### src/rtl/cpu_pkg.sv
// Shared types and default sizing for the issue-side operand path.
package cpu_pkg;

  localparam int unsigned DEF_WIDTH = 16;
  localparam int unsigned DEF_SIZE  = 8;

  typedef enum logic {
    EMPTY = 1'b0,
    FULL  = 1'b1
  } slot_state_t;

endpackage : cpu_pkg

### src/rtl/operand_scoreboard.sv
// Busy bit per architectural register: set on issue of a writer, cleared on writeback.
module operand_scoreboard
  import cpu_pkg::*;
#(
  parameter  int unsigned SIZE       = DEF_SIZE,
  localparam int unsigned ADDR_WIDTH = $clog2(SIZE)
) (
  input  logic                  clk,
  input  logic                  rst_n,
  input  logic                  set,
  input  logic [ADDR_WIDTH-1:0] set_idx,
  input  logic                  clr,
  input  logic [ADDR_WIDTH-1:0] clr_idx,
  output logic [SIZE-1:0]       busy,
  output logic                  err_c
);

  logic [SIZE-1:0] busy_q;
  logic [SIZE-1:0] busy_d;

  // A writeback to an idle register is flagged and leaves the vector untouched.
  assign err_c = clr && !busy_q[clr_idx];

  // Clear first so that a same-cycle set of the same index wins.
  always_comb begin
    busy_d = busy_q;
    if (clr && busy_q[clr_idx]) begin
      busy_d[clr_idx] = 1'b0;
    end
    if (set) begin
      busy_d[set_idx] = 1'b1;
    end
  end

  always_ff @(posedge clk or negedge rst_n) begin
    if (!rst_n) begin
      busy_q <= '0;
    end else begin
      busy_q <= busy_d;
    end
  end

  assign busy = busy_q;

endmodule : operand_scoreboard

### src/rtl/operand_fetch.sv
// Issue-side operand fetch: regfile read, writeback bypass, RAW/WAW stall and a one-entry output slot.
module operand_fetch
  import cpu_pkg::*;
#(
  parameter  int unsigned WIDTH      = DEF_WIDTH,
  parameter  int unsigned SIZE       = DEF_SIZE,
  localparam int unsigned ADDR_WIDTH = $clog2(SIZE)
) (
  input  logic                  clk,
  input  logic                  rst_n,
  input  logic                  req_valid,
  output logic                  req_ready,
  input  logic [ADDR_WIDTH-1:0] req_rs1,
  input  logic [ADDR_WIDTH-1:0] req_rs2,
  input  logic [ADDR_WIDTH-1:0] req_rd,
  input  logic                  req_wr_en,
  output logic [ADDR_WIDTH-1:0] readnum1,
  output logic [ADDR_WIDTH-1:0] readnum2,
  input  logic [WIDTH-1:0]      rf_data1,
  input  logic [WIDTH-1:0]      rf_data2,
  input  logic                  wb_valid,
  input  logic [ADDR_WIDTH-1:0] wb_num,
  input  logic [WIDTH-1:0]      wb_data,
  output logic                  op_valid,
  input  logic                  op_ready,
  output logic [WIDTH-1:0]      op_a,
  output logic [WIDTH-1:0]      op_b,
  output logic [ADDR_WIDTH-1:0] op_rd,
  output logic                  op_wr_en,
  output logic                  wb_err
);

  slot_state_t           state_q;
  slot_state_t           state_d;
  logic [SIZE-1:0]       busy;
  logic                  sb_err_c;
  logic                  clr_rs1;
  logic                  clr_rs2;
  logic                  clr_rd;
  logic                  hazard;
  logic                  slot_free;
  logic                  accept;
  logic [WIDTH-1:0]      byp_a;
  logic [WIDTH-1:0]      byp_b;
  logic [WIDTH-1:0]      op_a_q;
  logic [WIDTH-1:0]      op_b_q;
  logic [ADDR_WIDTH-1:0] op_rd_q;
  logic                  op_wr_en_q;
  logic                  wb_err_q;

  assign readnum1 = req_rs1;
  assign readnum2 = req_rs2;

  // A writeback landing this cycle resolves any dependency on that register.
  assign clr_rs1 = wb_valid && (wb_num == req_rs1);
  assign clr_rs2 = wb_valid && (wb_num == req_rs2);
  assign clr_rd  = wb_valid && (wb_num == req_rd);

  assign hazard = (busy[req_rs1] && !clr_rs1)
               || (busy[req_rs2] && !clr_rs2)
               || (req_wr_en && busy[req_rd] && !clr_rd);

  assign slot_free = (state_q == EMPTY) || op_ready;
  assign req_ready = slot_free && !hazard;
  assign accept    = req_valid && req_ready;

  assign byp_a = clr_rs1 ? wb_data : rf_data1;
  assign byp_b = clr_rs2 ? wb_data : rf_data2;

  operand_scoreboard #(
    .SIZE (SIZE)
  ) u_sb (
    .clk     (clk),
    .rst_n   (rst_n),
    .set     (accept && req_wr_en),
    .set_idx (req_rd),
    .clr     (wb_valid),
    .clr_idx (wb_num),
    .busy    (busy),
    .err_c   (sb_err_c)
  );

  // Slot next-state: refill on accept, drain when consumed without a replacement.
  always_comb begin
    state_d = state_q;
    case (state_q)
      EMPTY: begin
        if (accept) begin
          state_d = FULL;
        end
      end
      FULL: begin
        if (op_ready && !accept) begin
          state_d = EMPTY;
        end
      end
      default: state_d = EMPTY;
    endcase
  end

  always_ff @(posedge clk or negedge rst_n) begin
    if (!rst_n) begin
      state_q    <= EMPTY;
      op_a_q     <= '0;
      op_b_q     <= '0;
      op_rd_q    <= '0;
      op_wr_en_q <= 1'b0;
      wb_err_q   <= 1'b0;
    end else begin
      state_q  <= state_d;
      wb_err_q <= wb_err_q || sb_err_c;
      if (accept) begin
        op_a_q     <= byp_a;
        op_b_q     <= byp_b;
        op_rd_q    <= req_rd;
        op_wr_en_q <= req_wr_en;
      end
    end
  end

  assign op_valid = (state_q == FULL);
  assign op_a     = op_a_q;
  assign op_b     = op_b_q;
  assign op_rd    = op_rd_q;
  assign op_wr_en = op_wr_en_q;
  assign wb_err   = wb_err_q;

endmodule : operand_fetch
### config.mk
export PLATFORM = sky130hd
export DESIGN_NAME = operand_fetch
export DESIGN_NICKNAME = d
export VERILOG_FILES = /design/src/rtl/cpu_pkg.sv /design/src/rtl/operand_scoreboard.sv /design/src/rtl/operand_fetch.sv
export SDC_FILE = /design/constraint.sdc
export NUM_CORES = 1
export LEC_CHECK = 0
export BUFFER_PORTS_ARGS = -buffer_cell sky130_fd_sc_hd__buf_4
export CAP_MARGIN = 20
export CORE_MARGIN = 2
export CORE_UTILIZATION = 53
export CTS_CLUSTER_SIZE = 12
export DETAILED_ROUTE_END_ITERATION = 12
export PLACE_DENSITY_LB_ADDON = 0.05
export SYNTH_ARGS = -nofsm -noshare
export SYNTH_HDL_FRONTEND = slang
export SYNTH_HIERARCHICAL = 1
export SYNTH_SLANG_ARGS = --single-unit
### constraint.sdc
create_clock -name clk -period 6.9 [get_ports clk]
set_input_delay 0.345 -clock clk [delete_from_list [all_inputs] [get_ports clk]]
set_output_delay 0.345 -clock clk [all_outputs]
set_load 0.01 [all_outputs]
Yosys cells after proc, flatten, opt, wreduce, memory -nomap -nowiden

Cells that the tools add are included.

$lt $le $gt $ge: 6
Equal/unequal tests: 3
Mux-type cells: 19
Bitwise gates (word level): 4
Reductions and logical operators: 25

Operators by type and width:

| kind               | count |
|---|---|
| $mux 16            | 2 |
| $lt 3x4->1 const B | 4 |
| $mux 8             | 2 |
| $logic_and 1x1->1  | 15 |
| $bmux 1 s3         | 4 |
| $eq 3x3->1         | 3 |
| $and 8x8->8        | 1 |
| $mux 1             | 8 |
| $not 8->8          | 1 |
| $or 8x8->8         | 1 |
| $demux 1 s3        | 2 |
| $ge 3x1->1 const B | 2 |
| $logic_not 1->1    | 6 |
| $logic_or 1x1->1   | 4 |
| $pmux 1 s2         | 1 |
| $not 1->1          | 1 |

Register bits after elaboration: 46
Output and inout port bits: 45
Logic and storage cells: 64

Logic depth before layout (Yosys ltp)

Word-level depth: 13
Depth in mapped cells: 12
Depth with buffers taken out: 8

Cells and area by module

The synthesis kept the hierarchy.

By module, submodules not included:

| module             | times used | cells an instance | area an instance (um2) | seq. area each (um2) |
|---|---|---|---|---|
| operand_fetch      | 1          | 163               | 2327.2                 | 950.9 |
| operand_scoreboard | 1          | 57                | 526.8                  | 200.2 |

Worst setup path after synthesis

Ideal clock, no wire load.

Kind: input port to flip-flop
From: in req_rd[1]
To: reg u_sb.busy_q[5], in the netlist u_sb/busy[5]
Library setup time: 77 ps
Arrival time: 2400 ps
Required time: 6823 ps
Path slack: 4422 ps
Cell stages on the path: 12
Buffers on the path: 4
Cell sequence: buf_2 mux2_2 o31a_1 nand4_1 and4bb_1 buf_6 buf_12 and2_1 nor2b_1 buf_2 a311oi_1 a21oi_1

Cells in the longest elaborated chain, start to end: 10

Ends and longest elaborated chain:

| item                                                               | line                     | text |
|---|---|---|
| start, declared                                                    | operand_fetch.sv:15      | `input logic [ADDR_WIDTH-1:0] req_rd,` |
| parallel branches: the longest is 9 deep, another holds $lt 3x4->1 | n/a                      |  |
| $mux 8 *                                                           | operand_scoreboard.sv:30 | `if (set) begin` |
| named net u_sb.busy_d[5]                                           | operand_scoreboard.sv:19 | `logic [SIZE-1:0] busy_d;` |
| end signal, assigned                                               | operand_scoreboard.sv:39 | `busy_q <= busy_d;` |
| end, declared                                                      | operand_scoreboard.sv:18 | `logic [SIZE-1:0] busy_q;` |

Mark *: on every way through the listed nets, which the timed path passes. The select of a mux whose other input is x is not followed.
A chain may end at the register's enable or synchronous reset.

Final worst setup path

From: in wb_num[1]
To: reg u_sb.busy_q[5], in the netlist u_sb/busy[5]

Cells in the longest elaborated chain, start to end: 11

Ends and longest elaborated chain:

| item                                                                | line                     | text |
|---|---|---|
| start, declared                                                     | operand_fetch.sv:22      | `input logic [ADDR_WIDTH-1:0] wb_num,` |
| parallel branches: the longest is 10 deep, another holds $lt 3x4->1 | n/a                      |  |
| $mux 8 *                                                            | operand_scoreboard.sv:30 |  |
| named net u_sb.busy_d[5]                                            | operand_scoreboard.sv:19 |  |

Marks and branches as above.

==> metrics <==
gr usage total=0.233; root buffer cell=clkbuf_8; final-layout fill cell count=376; # resized after CTS=0; worst path arrival time=between 3000 and 4000 ps; RSZ-0062 raised after global routing=no; Leak Pwr=about 1.7 nW; relative slew slack=0.384; status=finished, final reports clean; DR pass1 iterations=4; syn_area_per_cell=13.0 sq um; DR vias/cell=~5.5; Critical Path RT=a little over 7000 ps; Worst path slowest cell=nand4_1; number of antenna violations at the first check in global routing=0; post-route ant nets=0; Num CTS Buffers=5; first-pass GRT wire length=10900 um; vias in the first global route=2114; delay-heaviest family, CP=simple AND/OR/NAND/NOR gates; RD Place Congestion=around 0.85; hold_buf cts=0; Die W=between 70 and 80 um; sequential share of the synthesized area=0.403; Initial Utilization=0.555; n_diodes=0; clk_skew=roughly 6.3 ps; Synth-to-Final Area Change=30.8%; final wirelength=about 6800 um; setup bufs post-CTS=0; Final Critical Period=approximately 3000 ps; IO Count=about 110; Netlist cell types=40; Max VDD drop=between 0.15 and 0.2 mV; row count=26; largest net degree at the start of global routing=47; min-delay worst type=primary input to asynchronous set/reset pin; CP Class=primary input to register; WHS=about 30 ps; Max Transition Viols Final=0; CP Max Fanout=17; Setup TNS Final=0 ps; critical-path cell list=buf_4 -> xnor2_1 -> nand4_1 -> o2111ai_1 -> and4bb_2 -> and2_1 -> nor2b_1 -> a311oi_1 -> a21oi_1; area occupied by registers=roughly 1200 sq um; RR Endpoint=u_sb/busy[5]$_DFF_PN0_; syn nets=about 290; Syn Std Cell Area=~2900 sq um; fraction of registers with async set/reset=1.00; reg2reg start=u_sb/busy[3]$_DFF_PN0_; ys flop type=dfrtp_1; Multi-input gate area=between 1500 and 2000 sq um; Period Utilization, post-route=0.433; commonest non-fill, non-tap cell in the layout=buf_4; vias=between 2000 and 2500; Clock Path Buffers=2; Die Y=between 70 and 80 um; pwr dens=between 300 and 400 nW/um^2; core region area=a little over 5000 sq um; DRT iter0 DRCs=93; Final HPWL DP=between 4000 and 5000 um; max incr delay on CP=~740 ps; Worst-path clk slew=80 ps; Finish-stage setup viols=0; total congestion overflow=0; flop-to-flop setup slack=roughly 4200 ps; most frequent cells in the layout=111 x buf_4, 46 x dfrtp_1, 40 x mux2_2; crit path buf inv count=1; Post-synth EDFFs=0; Max Fclk=approximately 330 MHz; share of cells above drive strength 1=0.604; Setup crit start kind=primary input; TritonCTS clock tree=built; cell count along the critical path=9; WL per Instance=~17 um; clk sinks=46; Synth Instances=220; Port Buffer Count=between 100 and 150; fin nets=between 300 and 400; CP endpoint kind=register; reg2reg path depth=7; H-tree Lvls=2; # DRC=0; Die ar.=5990 sq um; max-cap violation count=0; Synth Warn #=6; Worst-Margin Slew=~920 ps; Yosys reg bits=46; Clk Latency, worst-skew pair=about 300 ps; Fin. Hold Viols=0
sequential cells by signal, indices dropped and copies added, names as in the netlist:
name and cells:
op_b 16, op_valid 1, op_a 16, op_wr_en 1, wb_err 1, op_rd 3, u_sb/busy 8
per-stage QoR:
stage / cell area, sq um / setup slack (ps) / util / cells / power [mW]
floorplan: 2850 / 4420 / - / 220 / 0.841
global placement: 3620 / 3730 / 0.705 / 385 / 1.10
detailed placement: 3620 / 3630 / 0.705 / 385 / 1.11
CTS: 3730 / 3920 / 0.726 / 393 / 1.31
global route: 3730 / 3600 / 0.726 / 393 / 1.38
finish: 3730 / 3910 / 0.726 / 393 / 1.30
worst max path at each step:
stage	startpoint	end	slack, ps
finish	wb_num[1]	u_sb/busy[5]$_DFF_PN0_	3910
global route	wb_num[1]	u_sb/busy[5]$_DFF_PN0_	3600
CTS	wb_num[1]	u_sb/busy[5]$_DFF_PN0_	3920
detailed placement	wb_num[0]	u_sb/busy[5]$_DFF_PN0_	3630
global placement	wb_num[0]	u_sb/busy[5]$_DFF_PN0_	3730
floorplan	req_rd[1]	u_sb/busy[5]$_DFF_PN0_	4420
layout make-up:
cell class                 count  area share
multi-input combinational    155       0.412
clock buffer                   6      0.0194
clock inverter                 2      0.0101
sequential                    46       0.308
timing repair buffer         111       0.223
tap                           70      0.0235
inverter                       3     0.00302
cells in the mapped netlist, types with 2 or more instances:
master	n	area, sq um
a211oi_1	2	15.0
a21oi_1	9	45.0
a311oi_1	3	26.3
a31oi_1	5	31.3
and3_1	2	12.5
buf_12	3	60.1
buf_2	2	10.0
buf_4	7	52.6
buf_6	2	22.5
clkbuf_1	2	7.51
dfrtp_1	46	1150
inv_1	3	11.3
mux2_2	40	450
mux2_4	29	435
mux2i_1	9	90.1
mux4_2	2	45.0
nand2_1	5	18.8
nand2b_1	4	25.0
nand3_1	3	15.0
nand4_1	4	25.0
nor2_1	4	15.0
nor2b_1	6	37.5
nor3b_1	3	22.5
xnor2_1	9	78.8
cell families (layout without fill, tap and decap cells):
logic type / count (synthesis) / after routing / share of synthesized area
multiplexers: 80 / 80 / 0.358
buffers and inverters: 19 / 122 / 0.0574
XOR/XNOR: 9 / 9 / 0.0276
AND/OR/NAND/NOR: 37 / 37 / 0.0780
AO/OA/AOI/OAI: 29 / 29 / 0.0758
flip-flops: 46 / 46 / 0.403
power by group:
part	internal, mW	switching (mW)
clock network	0.108	0.0919
registers	0.401	0.103
logic	0.373	0.226
metal layers:
layer  global-route usage  part of all wire  wire [um]  up-vias
met3               0.0442             0.072        489        9
met4               0.0714             0.012         81        0
met5                    0                 0          0        -
met1                0.334              0.46       3090     1028
met2                0.360              0.46       3110      101
li1                     -                 -          -     1017
Note: power is estimated with default switching activity, not from simulation.
